$ cat src/rtl/display_scan_ctrl.sv
// Four-digit multiplexed seven-segment scanner for two 0-15 values shown as two decimal digits
// each, with a dead phase between digits and tear-free updates applied only at frame boundaries.
module display_scan_ctrl #(
  parameter int unsigned ON_CYCLES   = 50000,
  parameter int unsigned DEAD_CYCLES = 500,
  parameter bit          LZ_BLANK    = 1'b1
) (
  input  logic       clk,
  input  logic       rst,
  input  logic [3:0] num1,
  input  logic [3:0] num2,
  input  logic       upd,
  output logic       upd_ack,
  output logic [0:6] sseg,
  output logic [3:0] an,
  output logic [1:0] digit,
  output logic       frame_tick
);

  localparam int unsigned MaxCycles = (ON_CYCLES > DEAD_CYCLES) ? ON_CYCLES : DEAD_CYCLES;
  localparam int unsigned CntW      = (MaxCycles > 1) ? $clog2(MaxCycles) : 1;
  localparam logic [CntW-1:0] OnLast   = CntW'(ON_CYCLES - 1);
  localparam logic [CntW-1:0] DeadLast = CntW'((DEAD_CYCLES == 0) ? 0 : DEAD_CYCLES - 1);

  typedef enum logic {StOn, StDead} state_e;

  state_e          state_q, state_d;
  logic [1:0]      digit_q, digit_d;
  logic [CntW-1:0] cnt_q, cnt_d;
  logic [3:0]      val1_q, val1_d, val2_q, val2_d;
  logic [3:0]      hold1_q, hold1_d, hold2_q, hold2_d;
  logic            pend_q, pend_d;
  logic            ack_q, ack_d;
  logic            boundary;

  function automatic logic [6:0] seg_code(input logic [3:0] nib);
    logic [6:0] code;
    case (nib)
      4'd0:    code = 7'b0000001;
      4'd1:    code = 7'b1001111;
      4'd2:    code = 7'b0010010;
      4'd3:    code = 7'b0000110;
      4'd4:    code = 7'b1001100;
      4'd5:    code = 7'b0100100;
      4'd6:    code = 7'b0100000;
      4'd7:    code = 7'b0001111;
      4'd8:    code = 7'b0000000;
      4'd9:    code = 7'b0000100;
      default: code = 7'b1111111;
    endcase
    return code;
  endfunction

  always_ff @(posedge clk) begin
    if (rst) begin
      state_q <= StOn;
      digit_q <= 2'd0;
      cnt_q   <= '0;
      val1_q  <= 4'd0;
      val2_q  <= 4'd0;
      hold1_q <= 4'd0;
      hold2_q <= 4'd0;
      pend_q  <= 1'b0;
      ack_q   <= 1'b0;
    end else begin
      state_q <= state_d;
      digit_q <= digit_d;
      cnt_q   <= cnt_d;
      val1_q  <= val1_d;
      val2_q  <= val2_d;
      hold1_q <= hold1_d;
      hold2_q <= hold2_d;
      pend_q  <= pend_d;
      ack_q   <= ack_d;
    end
  end

  // Frame ends on the last clock of digit 3's final phase.
  always_comb begin
    if (DEAD_CYCLES == 0) begin
      boundary = (state_q == StOn) && (digit_q == 2'd3) && (cnt_q == OnLast);
    end else begin
      boundary = (state_q == StDead) && (digit_q == 2'd3) && (cnt_q == DeadLast);
    end
  end

  always_comb begin
    state_d = state_q;
    digit_d = digit_q;
    cnt_d   = cnt_q + CntW'(1);
    unique case (state_q)
      StOn: begin
        if (cnt_q == OnLast) begin
          cnt_d = '0;
          if (DEAD_CYCLES == 0) begin
            digit_d = digit_q + 2'd1;
          end else begin
            state_d = StDead;
          end
        end
      end
      StDead: begin
        if (cnt_q == DeadLast) begin
          cnt_d   = '0;
          state_d = StOn;
          digit_d = digit_q + 2'd1;
        end
      end
      default: state_d = StOn;
    endcase
  end

  // A live request at the boundary wins over the held one; both merge into one ack.
  always_comb begin
    val1_d  = val1_q;
    val2_d  = val2_q;
    hold1_d = hold1_q;
    hold2_d = hold2_q;
    pend_d  = pend_q;
    ack_d   = 1'b0;
    if (boundary) begin
      if (upd) begin
        val1_d = num1;
        val2_d = num2;
        ack_d  = 1'b1;
      end else if (pend_q) begin
        val1_d = hold1_q;
        val2_d = hold2_q;
        ack_d  = 1'b1;
      end
      pend_d = 1'b0;
    end else if (upd) begin
      hold1_d = num1;
      hold2_d = num2;
      pend_d  = 1'b1;
    end
  end

  logic [3:0] sel_val, ones, nib;
  logic       tens, blank;

  // Odd digit indices carry the tens place.
  always_comb begin
    sel_val = digit_q[1] ? val1_q : val2_q;
    tens    = (sel_val >= 4'd10);
    ones    = tens ? (sel_val - 4'd10) : sel_val;
    nib     = digit_q[0] ? {3'b000, tens} : ones;
    blank   = LZ_BLANK && digit_q[0] && !tens;
  end

  always_comb begin
    if (state_q == StOn) begin
      an   = ~(4'b0001 << digit_q);
      sseg = blank ? 7'b1111111 : seg_code(nib);
    end else begin
      an   = 4'b1111;
      sseg = 7'b1111111;
    end
    digit      = digit_q;
    frame_tick = boundary;
    upd_ack    = ack_q;
  end

endmodule

$ cat config.mk
export PLATFORM = sky130hd
export DESIGN_NAME = display_scan_ctrl
export DESIGN_NICKNAME = d
export VERILOG_FILES = /design/src/rtl/display_scan_ctrl.sv
export SDC_FILE = /design/constraint.sdc
export NUM_CORES = 1
export LEC_CHECK = 0
export ABC_CLOCK_PERIOD_IN_PS = 6500
export CORE_MARGIN = 10
export CORE_UTILIZATION = 59
export DETAILED_ROUTE_END_ITERATION = 6
export GPL_ROUTABILITY_DRIVEN = 0
export PLACE_DENSITY = 0.84
export SLEW_MARGIN = 30
export SYNTH_ARGS = -nofsm -noshare
export SYNTH_HDL_FRONTEND = slang
export SYNTH_SLANG_ARGS = --single-unit
$ cat constraint.sdc
create_clock -name clk -period 6.5 [get_ports clk]
set_clock_uncertainty 0.1 [all_clocks]
set_input_delay 1.3 -clock clk [delete_from_list [all_inputs] [get_ports clk]]
set_output_delay 1.3 -clock clk [all_outputs]
set_load 0.05 [all_outputs]
Word level (Yosys, flattened, before mapping)
Memories as Yosys holds them, arrays and structs flattened.
Index checks and enable logic that the tools add are counted.
{"block": "totals", "memories": 1, "ff_bits": 37, "mem_bits_ro": 112, "wordCells": 49, "inputBits": 11, "out_inout_bits": 15}
{"memory": "(name not given)", "depth": 16, "word_bits": 7, "read_ports": 1, "rd_ports_with_merged_regs": 0, "write_ports": 0, "line_no": "38", "rtl": "case (nib)"}
{"block": "classes", "order_cmp": 1, "muxes": 18, "n_shift": 1, "eq_ne": 3, "add_sub_neg": 3, "n_bitwise": 3, "reduce_logical": 10}
{"operator": "$mux W16", "count": 2}
{"operator": "$mux W4", "count": 8}
{"operator": "$pmux W16 S2", "count": 1}
{"operator": "$add A16 B1 Y16 const B", "count": 1}
{"operator": "$eq A16 B16 Y1 const B", "count": 1}
{"operator": "$eq A16 B9 Y1 const B", "count": 1}
{"operator": "$mux W7", "count": 2}
{"operator": "$reduce_and A2 Y1", "count": 3}
{"operator": "$ge A4 B4 Y1 const B", "count": 1}
{"operator": "$mux W1", "count": 4}
{"operator": "$not A4 Y4", "count": 1}
{"operator": "$reduce_or A2 Y1", "count": 2}
{"operator": "$shl A1 B2 Y4 const A", "count": 1}
{"operator": "$sub A4 B4 Y4 const B", "count": 1}
{"operator": "$logic_and A1 B1 Y1", "count": 3}
{"operator": "$add A2 B1 Y2 const B", "count": 1}
{"operator": "$eq A2 B2 Y1 const B", "count": 1}
{"operator": "$not A1 Y1", "count": 2}
{"operator": "$pmux W1 S2", "count": 1}
{"operator": "$reduce_bool A2 Y1", "count": 1}
{"operator": "$logic_not A1 Y1", "count": 1}

Depth between registers and ports, before layout
An unclocked memory read counts as a cell.
{"block": "depth", "ltp_word": 7, "ltp_mapped": 10, "depth_no_buf": 9}

Least setup slack after synthesis
No wires, ideal clock.
{"block": "synth_timing", "path_kind": "register to output", "startpoint": "register digit_q[1], in the netlist digit[1]", "endpoint": "output sseg[3] (netlist name)", "arrival_ns": 3.315, "t_required_ns": 5.100, "n_path_buf": 1, "path_slack_ns": 1.785, "stages_incl_launch_ff": 10, "path_cell_list": "dfxtp_1 buf_4 mux2_2 nor2_1 o21ba_2 or2_2 ha_1 inv_1 mux2i_1 o21ai_0"}
{"block": "synth_via", "elab_chain_cells": 7, "elab_cells_between_ends": 10, "cone_classes": "add/sub (1); order compare (1); mux (5); reduce/logical (2); memory (1)"}
{"item": "start: declaration", "line_no": "28", "rtl": "logic [1:0] digit_q, digit_d;"}
{"item": "start signal: assignment", "line_no": "67", "rtl": "digit_q <= digit_d;"}
{"item": "$mux W4 *", "line_no": "144", "rtl": "sel_val = digit_q[1] ? val1_q : val2_q;"}
{"item": "$sub A4 B4 Y4 / $ge A4 B4 Y1 (equally long branches)", "line_no": "146, 145"}
{"item": "$mux W4", "line_no": "146", "rtl": "ones = tens ? (sel_val - 4'd10) : sel_val;"}
{"item": "$mux W4", "line_no": "147", "rtl": "nib = digit_q[0] ? {3'b000, tens} : ones;"}
{"item": "$mem_v2 Z16 W7"}
{"item": "$mux W7 *", "line_no": "154", "rtl": "sseg = blank ? 7'b1111111 : seg_code(nib);"}
{"item": "$mux W7 *", "line_no": "152", "rtl": "if (state_q == StOn) begin"}
{"item": "end: declaration", "line_no": "14", "rtl": "output logic [0:6] sseg,"}
Every way passes the cells marked *; elsewhere a longest branch is shown, timed or not.

Worst setup path in the final report
{"block": "layout_timing", "startpoint": "register digit_q[1], in the netlist digit[1]", "endpoint": "output sseg[4] (netlist name)"}
Same word-level chain as after synthesis.

==> results.sh <==
export IMPL_run_status="finished, final reports clean"
export IMPL_synthArstFlopShare_pct=0
export IMPL_yosysSeqAreaShare_pct=34.72
export IMPL_place_hpwl_microns=3078
export IMPL_overflow=0
export IMPL_fin_nets=281
export IMPL_synthDominantCellAreaShare_pct=34.72
export IMPL_vias=1662
export IMPL_max_freq_mhz=202.0
export IMPL_wl_microns=4174
export IMPL_end_kind="output pin"
export IMPL_path_buf_inv=2
export IMPL_path_cells="mux2i_1, nand2_1, o21ba_2, or2_2, inv_1, ha_1, and3b_1, a211oi_1, o21ai_1, clkdlybuf4s50_1"
export IMPL_synthFlopType="dfxtp_1"
export IMPL_yosysMostFrequentCell="nor2_1"
export IMPL_drive_above_1_share_pct=10.38
export IMPL_place_inst=298
export IMPL_cpPeakStageDelay_ps=710
export IMPL_setup_slack_ps=1549
export IMPL_rows=21
export IMPL_cts_post_setup_buffers_inserted=0
export IMPL_final_cells=306
export IMPL_die_area_sq_um=6421
export IMPL_yosysTopAreaCell="dfxtp_1"
export IMPL_die_x_microns=80.13
export IMPL_clock_sinks=37
export IMPL_dp_slack_ps=1935
export IMPL_path_class="flip-flop to output pin"
export IMPL_grt_max_degree=23
export IMPL_initialDrtViolationCount=120
export IMPL_ant_nets=0
export IMPL_p_leak_nw=0.9145
export IMPL_port_buffer_count=25
export IMPL_cts_tree="done"
export IMPL_arrival_ps=3550
export IMPL_grt_setup_unrepaired="no"
export IMPL_area_growth_pct=13.67
export IMPL_post_route_period_util_pct=76.18
export IMPL_ys_top_cells_by_count="nor2_1 (46), dfxtp_1 (37), mux2i_1 (22)"
export IMPL_wire_per_inst_microns=13.64
export IMPL_seqCellArea_sq_um=740.7
export IMPL_timing_max_cap_violations=0
export IMPL_clk_pin_slew_worst_paths_ps=110
export IMPL_first_pass_iters=5
export IMPL_finalSetupViolCount=0
export IMPL_ys_types=45
export IMPL_yosys_warnings=0
export IMPL_ctsHoldBuffers=0
export IMPL_multiInputGateArea_sq_um=1284
export IMPL_syn_num_nets=258
export IMPL_numCtsBuffers=5
export IMPL_netlist_area_sq_um=2133
export IMPL_track_usage_pct=13.86
export IMPL_period_needed_ps=4951
export IMPL_via_per_inst=5.431
export IMPL_setup_tns_ps=0
export IMPL_initial_core_util_pct=62.45
export IMPL_synth_edf_count=0
export IMPL_syn_area_per_cell_sq_um=9.039
export IMPL_drc=0
export IMPL_hold_path_class="flip-flop to flip-flop"
export IMPL_slew_headroom_pct=49.34
export IMPL_tightest_slew_ps=757.5
export IMPL_hold_viol=0
export IMPL_total_power_w=0.0003779
export IMPL_crit_path_top_delay_cell="clkdlybuf4s50_1"
export IMPL_nFillCells=274
export IMPL_n_antenna_cell=0
export IMPL_ys_seq_elements=37
export IMPL_io_pins=26
export IMPL_grt_pass1_vias=1524
export IMPL_cpLargestDelayFamily="buffers and inverters"
export IMPL_clock_path_buffers=2
export IMPL_slew_viol_final=0
export IMPL_antenna_found_initial=0
export IMPL_dieHeight_microns=80.13
export IMPL_ir_worst_vdd_mv=0.1307
export IMPL_ctsResizeCount=0
export IMPL_cts_root_buf="clkbuf_4"
export IMPL_cp_required_ps=5100
export IMPL_critical_path_startpoint_type="flip-flop"
export IMPL_grt_pass1_wl_microns=7272
export IMPL_yosys_top_cells_area="dfxtp_1 (35%), mux2i_1 (10%), nor2_1 (8.1%)"
export IMPL_powerDensity_nw_per_um2=155.8
export IMPL_worstPathMaxFanout=14
export IMPL_synthCells=236
export IMPL_core_area_sq_um=3416
export IMPL_insertion_delay_ps=350
export IMPL_h_tree_depth=2
through the flow:
step	area, sq um	hold WS (ps)	util [%]
2_1_floorplan	2133	329.4	-
3_3_place_gp	2374	340.9	69.49
3_5_place_dp	2374	361.1	69.49
4_1_cts	2425	387.7	70.99
5_1_grt	2425	404.1	70.99
6_report	2425	378.0	70.99
final cells by class:
class	count	area share [%]
inverter	11	1.703
timing repair buffer	25	10.32
clock inverter	2	0.4128
sequential	37	30.55
tap	46	2.374
multi-input combinational	179	52.94
clock buffer	6	1.703
cells in the final DEF, fill, tap and decap left out, types with 8 or more instances in the layout:
master,n
nor2_1,46
dfxtp_1,37
clkdlybuf4s50_1,25
mux2i_1,22
inv_1,11
nand2_1,11
ha_1,11
mux2_2,10
o21ai_0,9
xor2_1,8
flip-flops by register name, summed over array words and instances (netlist names):
name	count
digit	2
state_q	1
hold2_q	4
hold1_q	4
cnt_q	16
pend_q	1
upd_ack	1
val1_q	4
val2_q	4
path summary, 6_finish.rpt:
kind / startpoint / endpoint / slack, ps / cells after the start
hold / removal: cnt_q[0] / cnt_q[0] / 380 / 1
setup / recovery: digit[1] / sseg[4] / 1550 / 10
setup reg to reg: digit[1] / val1_q[2] / 4340 / 5
hold reg to reg: cnt_q[0] / cnt_q[0] / 380 / 1
cells by family (layout without fill, tap and decap cells):
kind of cell | Yosys count | after routing | share of synthesized area (%)
AND/OR/NAND/NOR | 96 | 96 | 24.11
flip-flops | 37 | 37 | 34.72
multiplexers | 32 | 32 | 15.60
AO/OA/AOI/OAI | 25 | 25 | 7.859
buffers and inverters | 20 | 44 | 5.102
XOR/XNOR | 15 | 15 | 6.159
adder cells (fa/ha/maj) | 11 | 11 | 6.452
metal layers:
layer	part of all wire (%)	vias up	GRT usage (%)	routed length, microns
met2	41	32	19.02	1724
li1	-	862	-	-
met3	8.0	5	6.236	334
met1	49	763	18.56	2063
met5	0	-	0	0
met4	1.2	0	4.754	51
power by group:
part	leakage (nW)	total (W)	switching, W	internal, W
clock	0.0320	0.000116	0.0000751	0.0000412
sequential	0.301	0.000234	0.00000290	0.000232
combinational	0.582	0.0000271	0.0000128	0.0000144
total	0.915	0.000378	0.0000908	0.000287
No activity file was read; power rests on OpenSTA's default activity.
